**src/rtl/pwm_ramp_ctrl.sv**
```systemverilog
// pwm_ramp_ctrl: ramps the PWM duty toward a commanded target one step per N periods, with emergency stop.
module pwm_ramp_ctrl #(
  parameter logic [6:0] STEP         = 7'd5,
  parameter logic [7:0] RAMP_PERIODS = 8'd4,
  parameter logic [6:0] MAX_DUTY     = 7'd100
) (
  input  logic       i_clk,
  input  logic       i_clr_n,
  input  logic       i_cmd_valid,
  input  logic [6:0] i_cmd_duty,
  output logic       o_cmd_ready,
  input  logic       i_period_end,
  input  logic       i_estop,
  output logic [6:0] o_duty_cycle,
  output logic       o_load,
  output logic       o_busy,
  output logic       o_at_target,
  output logic       o_stopped
);
  localparam logic [1:0] IDLE = 2'd0;
  localparam logic [1:0] RAMP = 2'd1;
  localparam logic [1:0] STOP = 2'd2;
  localparam logic [7:0] RP_LAST = (RAMP_PERIODS == 8'd0) ? 8'd0 : RAMP_PERIODS - 8'd1;
  logic [1:0] r_state;
  logic [6:0] r_target;
  logic [6:0] r_duty;
  logic [7:0] r_pcount;
  logic       r_load;
  logic       w_accept;
  logic [6:0] w_eff;
  logic       w_up;
  logic [7:0] w_diff;
  logic [6:0] w_next;
  logic       w_step;
  always_comb begin
    w_accept = i_cmd_valid && !i_estop;
    w_eff    = w_accept ? ((i_cmd_duty > MAX_DUTY) ? MAX_DUTY : i_cmd_duty) : r_target;
    w_up     = w_eff > r_duty;
    w_diff   = w_up ? {1'b0, w_eff} - {1'b0, r_duty} : {1'b0, r_duty} - {1'b0, w_eff};
    w_next   = (w_diff <= {1'b0, STEP}) ? w_eff : w_up ? r_duty + STEP : r_duty - STEP;
    w_step   = (r_state == RAMP) && i_period_end && (r_pcount == RP_LAST);
  end
  always_ff @(posedge i_clk) begin
    if (!i_clr_n) begin
      r_state  <= IDLE;
      r_target <= 7'd0;
      r_duty   <= 7'd0;
      r_pcount <= 8'd0;
      r_load   <= 1'b0;
    end else if (i_estop) begin
      r_state  <= STOP;
      r_target <= 7'd0;
      r_duty   <= 7'd0;
      r_pcount <= 8'd0;
      r_load   <= (r_duty != 7'd0) || (r_state != STOP);
    end else begin
      r_load <= 1'b0;
      if (w_accept) r_target <= w_eff;
      if (r_state == IDLE) begin
        if (w_accept && w_eff != r_duty) begin
          r_state  <= RAMP;
          r_pcount <= 8'd0;
        end
      end else if (r_state == RAMP) begin
        if (w_step) begin
          r_duty   <= w_next;
          r_load   <= 1'b1;
          r_pcount <= 8'd0;
          if (w_next == w_eff) r_state <= IDLE;
        end else begin
          if (i_period_end) r_pcount <= r_pcount + 8'd1;
          if (w_accept && w_eff == r_duty) r_state <= IDLE;
        end
      end else if (w_accept) begin
        r_state  <= (w_eff != 7'd0) ? RAMP : IDLE;
        r_pcount <= 8'd0;
      end
    end
  end
  assign o_cmd_ready  = !i_estop;
  assign o_duty_cycle = r_duty;
  assign o_load       = r_load;
  assign o_busy       = r_state == RAMP;
  assign o_at_target  = r_state == IDLE;
  assign o_stopped    = r_state == STOP;
endmodule

```
**config.mk**
```make
export PLATFORM = sky130hd
export DESIGN_NAME = pwm_ramp_ctrl
export DESIGN_NICKNAME = d
export VERILOG_FILES = /design/src/rtl/pwm_ramp_ctrl.sv
export SDC_FILE = /design/constraint.sdc
export NUM_CORES = 1
export LEC_CHECK = 0
export ABC_CLOCK_PERIOD_IN_PS = 5860
export BUFFER_PORTS_ARGS = -buffer_cell sky130_fd_sc_hd__buf_2
export CORE_MARGIN = 3
export CORE_UTILIZATION = 59
export DETAILED_ROUTE_END_ITERATION = 7
export MAX_ROUTING_LAYER = met4
export PLACE_DENSITY_LB_ADDON = 0.15
export SLEW_MARGIN = 20
export SYNTH_ARGS = -nofsm -noshare
export SYNTH_HDL_FRONTEND = slang
export SYNTH_SLANG_ARGS = --single-unit
```
**constraint.sdc**
```tcl
create_clock -name i_clk -period 5.86 [get_ports i_clk]
set_input_delay 1.172 -clock i_clk [delete_from_list [all_inputs] [get_ports i_clk]]
set_output_delay 1.172 -clock i_clk [all_outputs]
set_load 0.01 [all_outputs]
```
After elaboration in Yosys (flattened, before gate mapping)
Cells that the tools add are included.
- logic and storage cells: 71
- input port bits: 12
- bits in registers: 25
- mux-type cells: 24
- order comparisons: 3
- bitwise gates (word level): 2
- add/sub/neg operators: 5
- equal/unequal tests: 14
- reduce and logical (&&, ||, !) cells: 17
- operators with widths (cell ; count):
    8-bit two-way mux ; 7
    7-bit two-way mux ; 4
    2-bit two-way mux ; 8
    7-bit by 7-bit subtractor with 8-bit output ; 2
    7-bit == test ; 2
    7-bit nonzero test ; 2
    8-bit by 1-bit adder with 8-bit output (second input constant) ; 1
    8-bit by 2-bit == test with 1-bit output (second input constant) ; 1
    8-bit by 3-bit <= comparator with 1-bit output (second input constant) ; 1
    4-bit AND reduction ; 2
    7-bit by 3-bit adder with 7-bit output (second input constant) ; 1
    7-bit > comparator ; 1
    7-bit > comparator (second input constant) ; 1
    7-bit != test ; 1
    7-bit by 3-bit subtractor with 7-bit output (second input constant) ; 1
    3-bit AND reduction ; 2
    1-bit logical AND ; 5
    1-bit two-way mux ; 5
    5-bit by 2-bit != test with 1-bit output (second input constant) ; 1
    5-bit by 4-bit != test with 1-bit output (second input constant) ; 1
    4-bit by 1-bit != test with 1-bit output (second input constant) ; 1
    4-bit by 2-bit != test with 1-bit output (second input constant) ; 1
    4-bit by 3-bit != test with 1-bit output (second input constant) ; 1
    4-bit nonzero test ; 1
    11 further kinds ; 12

Logic depth before layout (Yosys ltp)
Gate-level depths: netlist of run 1.
- word-level depth: 13
- mapped depth: 20
- mapped depth without buffers: 18

Worst setup path after synthesis of run 1
No wires, ideal clock.
- kind: input-to-reg
- from: input port i_cmd_valid
- to: register r_state[0]
- data arrival time: 4.637 ns
- library setup time: 0.127 ns
- buffers on the path: 0
- slack: 1.097 ns
- stages on the path: 17
- cells stage by stage: nor2b_1 -> and3_1 -> a21oi_2 -> ha_1 -> fa_1 -> nand2b_1 -> a211o_1 -> a31o_4 -> ha_1 -> a211oi_1 -> nor2_1 -> xor2_1 -> xnor2_1 -> nor4_1 -> a41oi_2 -> o2111ai_1 -> o41ai_1
- word-level cells in the longest chain between the ends: 9
- ends and longest elaborated chain (what ; RTL line ; text):
    start: declaration ; 9 ; input logic i_cmd_valid,
    1-bit logical AND * ; 36 ; w_accept = i_cmd_valid && !i_estop;
    7-bit two-way mux ; 37 ; w_eff = w_accept ? ((i_cmd_duty > MAX_DUTY) ? MAX_DUTY : i_cmd_duty) : r_target;
    7-bit by 7-bit subtractor with 8-bit output or 7-bit > comparator (tied branches) ; 39, 38 ;
    8-bit two-way mux ; 39 ; w_diff = w_up ? {1'b0, w_eff} - {1'b0, r_duty} : {1'b0, r_duty} - {1'b0, w_eff};
    8-bit by 3-bit <= comparator with 1-bit output ; 40 ; w_next = (w_diff <= {1'b0, STEP}) ? w_eff : w_up ? r_duty + STEP : r_duty - STEP;
    7-bit two-way mux ; 40 ;
    7-bit == test ; 69 ; if (w_next == w_eff) r_state <= IDLE;
    4-bit by 3-bit != test with 1-bit output (no line) ; -- ;
    4-bit AND reduction (no line) ; -- ;
    end signal: assignment ; 75 ; r_state <= (w_eff != 7'd0) ? RAMP : IDLE;
    end: declaration ; 24 ; logic [1:0] r_state;
Mark *: on every way between the ends. The rest lies on a longest branch, timed or not. The select of a mux whose other input is x is not followed.
A chain may end at the register's enable or synchronous reset.

Worst setup path in the final report of run 1
- from: input port i_estop
- to: register r_state[0]
- word-level cells in the longest chain between the ends: 10
- ends and longest elaborated chain (what ; RTL line ; text):
    start: declaration ; 13 ; input logic i_estop,
    1-bit logical NOT * ; 36 ;
    1-bit logical AND * ; 36 ;
    7-bit two-way mux * ; 37 ;
    net w_eff[3] ; 30 ; logic [6:0] w_eff;
    7-bit by 7-bit subtractor with 8-bit output or 7-bit > comparator (tied branches) ; 39, 38 ;
    8-bit two-way mux ; 39 ;
    8-bit by 3-bit <= comparator with 1-bit output ; 40 ;
    7-bit two-way mux ; 40 ;
    7-bit == test ; 69 ;
    4-bit by 3-bit != test with 1-bit output (no line) ; -- ;
    4-bit AND reduction (no line) ; -- ;
The timed path passes the listed nets; every way through them passes the cells marked *. The select of a mux whose other input is x is not followed.

==> flow_summary.ini, run 1 <==
[floorplanning]
die_h_um = 68.1
start_util_pct = 64.6
coreArea_um2 = 3520
num_io_pins = 24
rows = 21
design.die.area_um2 = 4630
die_width_um = 68.1

[sta]
rsz0062_at_grt = no
timing.setup.tns_ns = 0
fin_crit_ns = 5.06
finalSetupViolations = 0
holdWs_ns = 0.496
maxSlewViolCount = 0
slew_headroom_pct = 36.4
tightest_slew_ns = 0.950
hold_violations = 0
fmax_mhz = 198
finalClockSkew_ns = 0.00342
post-route-period-util_pct = 86.3

[logic_synthesis]
yosys-top-cells-area = dfxtp_1 22%, ha_1 11%, nor2_1 5.0%, a21oi_1 4.4%, xnor2_1 4.2%
synth.most_common_cell = nor2_1
ys_ff_latch = 25
synth-edff-count = 0
yosysWarnings = 0
synth_nets = 305
synth-async-reset-ratio_pct = 0
avgSynthCellArea_um2 = 8.42
synth_ff_type = dfxtp_1
yosysTopAreaCell = dfxtp_1
syn_inst = 270
ys_seq_area_share_pct = 22.0
synth_cell_type_count = 62
syn-cell-area_um2 = 2270
synth_top_area_share_pct = 22.0
synth.cells.most_frequent = 30 x nor2_1, 25 x dfxtp_1, 22 x inv_1

[flow_run]
cap_violations = 0

[worst_setup_path]
cp.depth = 18
cpPeakStageDelay_ns = 0.51
crit_arrival_ns = 5.21
critPathSlowestCell = ha_1
rr_startpoint = r_target[3]$_SDFFE_PP0P_
r2r_end = r_state[0]$_SDFFE_PP0P_
critPathBufInv = 3
crit_type = primary input to flip-flop
crit_chain = buf_2 -> nand2b_1 -> a22oi_2 -> inv_1 -> ha_1 -> nand2_2 -> nor3_4 -> a31o_4 -> inv_1 -> fa_1 -> nand2b_1 -> o2bb2ai_1 -> xnor2_1 -> xnor2_1 -> nor4_1 -> a41oi_2 -> o2111ai_1 -> o41ai_1
reg2regPathDepth = 16
cp.required_ns = 6.02
path_delay_family = compound AO/OA/AOI/OAI gates
start_kind = primary input
cp_max_fo = 10
endpoint_kind = flip-flop
reg2reg_slack_ns = 1.92

[cts]
cts_buffer_depth = 2
cts_num_sinks = 25
cts_resized = 0
cts_buffers = 3
clk_pin_slew_worst_paths_ns = 0.09
clock_latency_ns = 0.27
clock-root-buffer = clkbuf_8
post_cts_buffers = 0
cts_tree = done
cts_hold_buffers = 0
htreeDepth = 1

[layout]
final_area_um2 = 2460
drive_gt1_share_pct = 17.1
diodes = 0
area_delta_synth_final_pct = 8.37
nNetsFinal = 329
final_cells = 339

[place]
post_dp_cell_area_um2 = 2420
dp_cells = 335
finalWeightedCongestion = 0.943
io_buffer_count = 23
hpwlAfterDp_mm = 4.23

[route]
dr.first_iter.drc_count = 120
firstDrtPassIters = 4
vias_per_cell = 5.97
remaining_drc_errors = 0
routed_wl_mm = 5.33
wl_per_cell_um = 15.7
ant_nets = 0
dr_total_vias = 2025

[power_and_ir_drop]
p_per_area_nw_per_um2 = 178
vdd_drop_max_mv = 0.171
leakagePower_nw = 1.11

[grt]
grt_overflow = 0
grt_usage_pct = 24.9
grt_pass1_wl_mm = 8.60
grt_pass1_vias = 1777
grt_max_degree = 15
grt_antenna_before_repair = 0

[hold_path]
min_from = r_pcount[1]$_SDFFE_PP0P_
hold_end = r_pcount[1]$_SDFFE_PP0P_
hold_depth = 2
worstHoldPathType = flip-flop to flip-flop

[status]
status = completed
-- routing by layer --
metal	GRT usage, %	vias up	wire, um
met5	-	-	0
met4	1.49	0	8
met1	35.7	954	2560
met3	3.94	2	323
met2	38.7	63	2440
li1	-	1006	-
-- worst reg2reg max path, stage by stage (launching register included) --
cell and delay, ns:
dfxtp_1 0.32, a22oi_2 0.32, inv_1 0.15, ha_1 0.51
nand2_2 0.13, nor3_4 0.31, a31o_4 0.22, inv_1 0.13
fa_1 0.41, nand2b_1 0.17, o2bb2ai_1 0.16, xnor2_1 0.22
xnor2_1 0.10, nor4_1 0.28, a41oi_2 0.17, o2111ai_1 0.13
o41ai_1 0.09
-- worst max path at each step --
stage                            from                       to  slack (ns)
after floorplan           i_cmd_valid  r_state[0]$_SDFFE_PP0P_        1.10
after global placement        i_estop  r_state[0]$_SDFFE_PP0P_        0.56
after detailed placement      i_estop  r_state[0]$_SDFFE_PP0P_        0.55
after CTS                     i_estop  r_state[0]$_SDFFE_PP0P_        0.82
after global routing          i_estop  r_state[0]$_SDFFE_PP0P_        0.50
final                         i_estop  r_state[0]$_SDFFE_PP0P_        0.80
-- metrics by stage --
| stage | utilization (%) | setup slack (ns) | power (W) |
|---|---|---|---|
| floorplan | - | 1.10 | 0.000305 |
| global placement | 68.7 | 0.561 | 0.000336 |
| detailed placement | 68.7 | 0.545 | 0.000336 |
| CTS | 70.0 | 0.820 | 0.000437 |
| global route | 70.0 | 0.502 | 0.000462 |
| finish | 70.0 | 0.801 | 0.000439 |
-- power breakdown --
part / total, W / leakage (nW) / internal [W] / switching, W
clock network: 0.000104 / 0.0255 / 0.0000477 / 0.0000562
registers: 0.000174 / 0.202 / 0.000172 / 0.00000204
logic: 0.000161 / 0.878 / 0.0000694 / 0.0000915
-- state kept, by name (all words and copies together) (netlist names) --
signal        flops
r_pcount          8
r_state           2
o_load            1
r_target          7
o_duty_cycle      7
-- area by class of cell --
class	count	area [um^2]
timing repair buffer	27	145
clock inverter	1	5.00
clock buffer	3	41.3
inverter	22	82.6
tap	46	57.6
sequential	25	500
fill	312	1060
multi-input combinational	215	1630
-- cells by family (layout without fill, tap and decap cells) --
family / after synthesis / in the layout / synth area share (%)
xor gates and xnor gates: 24 / 24 / 10.7
muxes: 8 / 8 / 3.74
adders and majority gates: 23 / 23 / 13.6
and+or+nand+nor: 85 / 85 / 20.0
DFF: 25 / 25 / 22.0
AOI/OAI and AO/OA: 75 / 75 / 23.7
buffers and inverters: 30 / 53 / 6.22
-- cells in the final DEF, fill, tap and decap left out, drive strengths merged, types with 5 or more instances in the layout --
cell / netlist / routed
nand2b: 7 / 7
inv: 22 / 22
o21ai: 15 / 15
nand2: 15 / 15
ha: 20 / 20
xor2: 11 / 11
dfxtp: 25 / 25
a21oi: 23 / 23
xnor2: 12 / 12
and3: 5 / 5
mux2i: 7 / 7
nor2: 31 / 31
nor3: 6 / 6
nand3: 6 / 6
buf: 7 / 27
Power figures use the tool's default switching activity.
==> run 2: changes to the inputs <==
- BUFFER_PORTS_ARGS: -buffer_cell sky130_fd_sc_hd__buf_2 -> not set
- CORE_UTILIZATION: 59 -> 62
- DONT_BUFFER_PORTS: not set -> 1
- GPL_TIMING_DRIVEN: not set -> 0
==> run 2 against run 1 <==
Net effect:
- clock-buffer cell count stayed put
- die area is 4.4% lower
- non-clock buffer count is 19 lower
- register-to-register slack worse by 0.20 ns
- critical path type unchanged
- clock skew is 0.0050 ns higher
- global-route usage is 1.3 points higher
- largest power group unchanged
- hold slack worse by 0.016 ns
- largest cell class unchanged
==> flow_summary.ini, run 2 (same netlist as run 1, synthesis figures left out) <==
[cts]
clock-root-buffer = clkbuf_8
clk_pin_slew_worst_paths_ns = 0.09
clock_latency_ns = 0.27
cts_num_sinks = 25
htreeDepth = 1
cts_buffers = 3
post_cts_buffers = 0
cts_buffer_depth = 2
cts_hold_buffers = 0
cts_tree = done
cts_resized = 0

[layout]
area_delta_synth_final_pct = 4.68
drive_gt1_share_pct = 10.9
num-fill-cells = 285
layout_commonest_cell = nor2_1
final_cell_mix = 30 x nor2_1, 25 x dfxtp_1, 22 x inv_1
diodes = 0
largest_register = r_pcount
nNetsFinal = 310
largest_register_ff_count = 8

[worst_setup_path]
cp-startpoint = i_cmd_valid
cp_max_fo = 7
crit_chain = nor2b_1 -> mux2i_1 -> inv_1 -> ha_1 -> nand2_1 -> nor3_4 -> a31o_4 -> inv_1 -> fa_1 -> nand2b_1 -> o2bb2ai_1 -> xnor2_1 -> xnor2_1 -> nor4_1 -> a41oi_2 -> o2111ai_1 -> o41ai_1
cp.required_ns = 6.03
endpoint_kind = flip-flop
cpPeakStageDelay_ns = 0.67
rr_startpoint = r_target[1]$_SDFFE_PP0P_
start_kind = primary input
crit_type = primary input to flip-flop
crit_arrival_ns = 5.37
critPathSlowestCell = mux2i_1

[hold_path]
worstHoldPathType = flip-flop to flip-flop
min_from = r_pcount[1]$_SDFFE_PP0P_

[route]
ant_nets = 0
dr_total_vias = 1924
firstDrtPassIters = 4
wl_per_cell_um = 16.2
dr.first_iter.drc_count = 149
routed_wl_mm = 5.18
vias_per_cell = 6.01
remaining_drc_errors = 0

[sta]
finalClockSkew_ns = 0.00838
fmax_mhz = 192
tightest_slew_ns = 0.686
fin_crit_ns = 5.20
maxSlewViolCount = 0
timing.setup.tns_ns = 0
finalSetupViolations = 0
slew_headroom_pct = 53.0
rsz0062_at_grt = no
hold_violations = 0
post-route-period-util_pct = 88.8

[grt]
grt_pass1_wl_mm = 8.78
grt_max_degree = 16
grt_overflow = 0
grt_antenna_before_repair = 0
grt_pass1_vias = 1861
grt_usage_pct = 26.3

[power_and_ir_drop]
p_per_area_nw_per_um2 = 183
vdd_drop_max_mv = 0.140
total_power_w = 0.000435
leakagePower_nw = 1.01

[floorplanning]
num_io_pins = 24
coreArea_um2 = 3440
design.die.area_um2 = 4430
die_h_um = 66.6
start_util_pct = 66.0
rows = 21
die_width_um = 66.6

[place]
hpwlAfterDp_mm = 4.04
finalWeightedCongestion = 0.861
io_buffer_count = 0

[status]
status = completed

[flow_run]
cap_violations = 0
run 2: through the flow:
step | hold WS [ns] | util (%) | cell area [um^2] | instances | setup WS (ns)
6_report | 0.480 | 69.1 | 2380 | 320 | 0.656
3_5_place_dp | 0.467 | 67.7 | 2330 | 316 | 0.407
5_1_grt | 0.517 | 69.1 | 2380 | 320 | 0.291
2_1_floorplan | 0.445 | - | 2270 | 270 | 1.10
4_1_cts | 0.479 | 69.1 | 2380 | 320 | 0.630
3_3_place_gp | 0.464 | 67.7 | 2330 | 316 | 0.387
run 2: area by class of cell:
class / instances / area (um^2) / share of cell area [%]
well taps: 46 / 57.6 / 2.42
plain buffers: 8 / 58.8 / 2.47
clock inverters: 1 / 7.51 / 0.315
inverters: 22 / 82.6 / 3.47
flip-flops and latches: 25 / 500 / 21.0
multi-input cells: 215 / 1630 / 68.6
clock buffers: 3 / 41.3 / 1.74
run 2: critical path, delay by kind of cell:
| family | cells | cell delay [ns] |
|---|---|---|
| buffers and inverters | 2 | 0.25 |
| and+or+nand+nor | 5 | 1.33 |
| xor gates and xnor gates | 2 | 0.34 |
| adders and majority gates | 2 | 0.81 |
| AOI/OAI and AO/OA | 5 | 0.81 |
| muxes | 1 | 0.67 |
run 2: routing by layer:
layer | wire length [um] | GRT usage (%) | part of all wire, % | vias to the layer above
li1 | - | - | - | 970
met1 | 2430 | 33.2 | 47 | 896
met2 | 2460 | 43.6 | 48 | 48
met3 | 226 | 4.72 | 4.4 | 10
met4 | 57 | 6.09 | 1.1 | 0
met5 | 0 | - | 0 | -
run 2: power by group:
| group | total [W] | switching, W | internal [W] |
|---|---|---|---|
| combinational | 0.000155 | 0.0000883 | 0.0000666 |
| clock | 0.000106 | 0.0000573 | 0.0000482 |
| sequential | 0.000174 | 0.00000214 | 0.000172 |
run 2: final timing paths:
kind	endpoint	slack (ns)	cells after the start
max	r_state[0]$_SDFFE_PP0P_	0.66	17
max reg2reg	r_state[0]$_SDFFE_PP0P_	1.72	16
min	r_pcount[1]$_SDFFE_PP0P_	0.48	2
min reg2reg	r_pcount[1]$_SDFFE_PP0P_	0.48	2
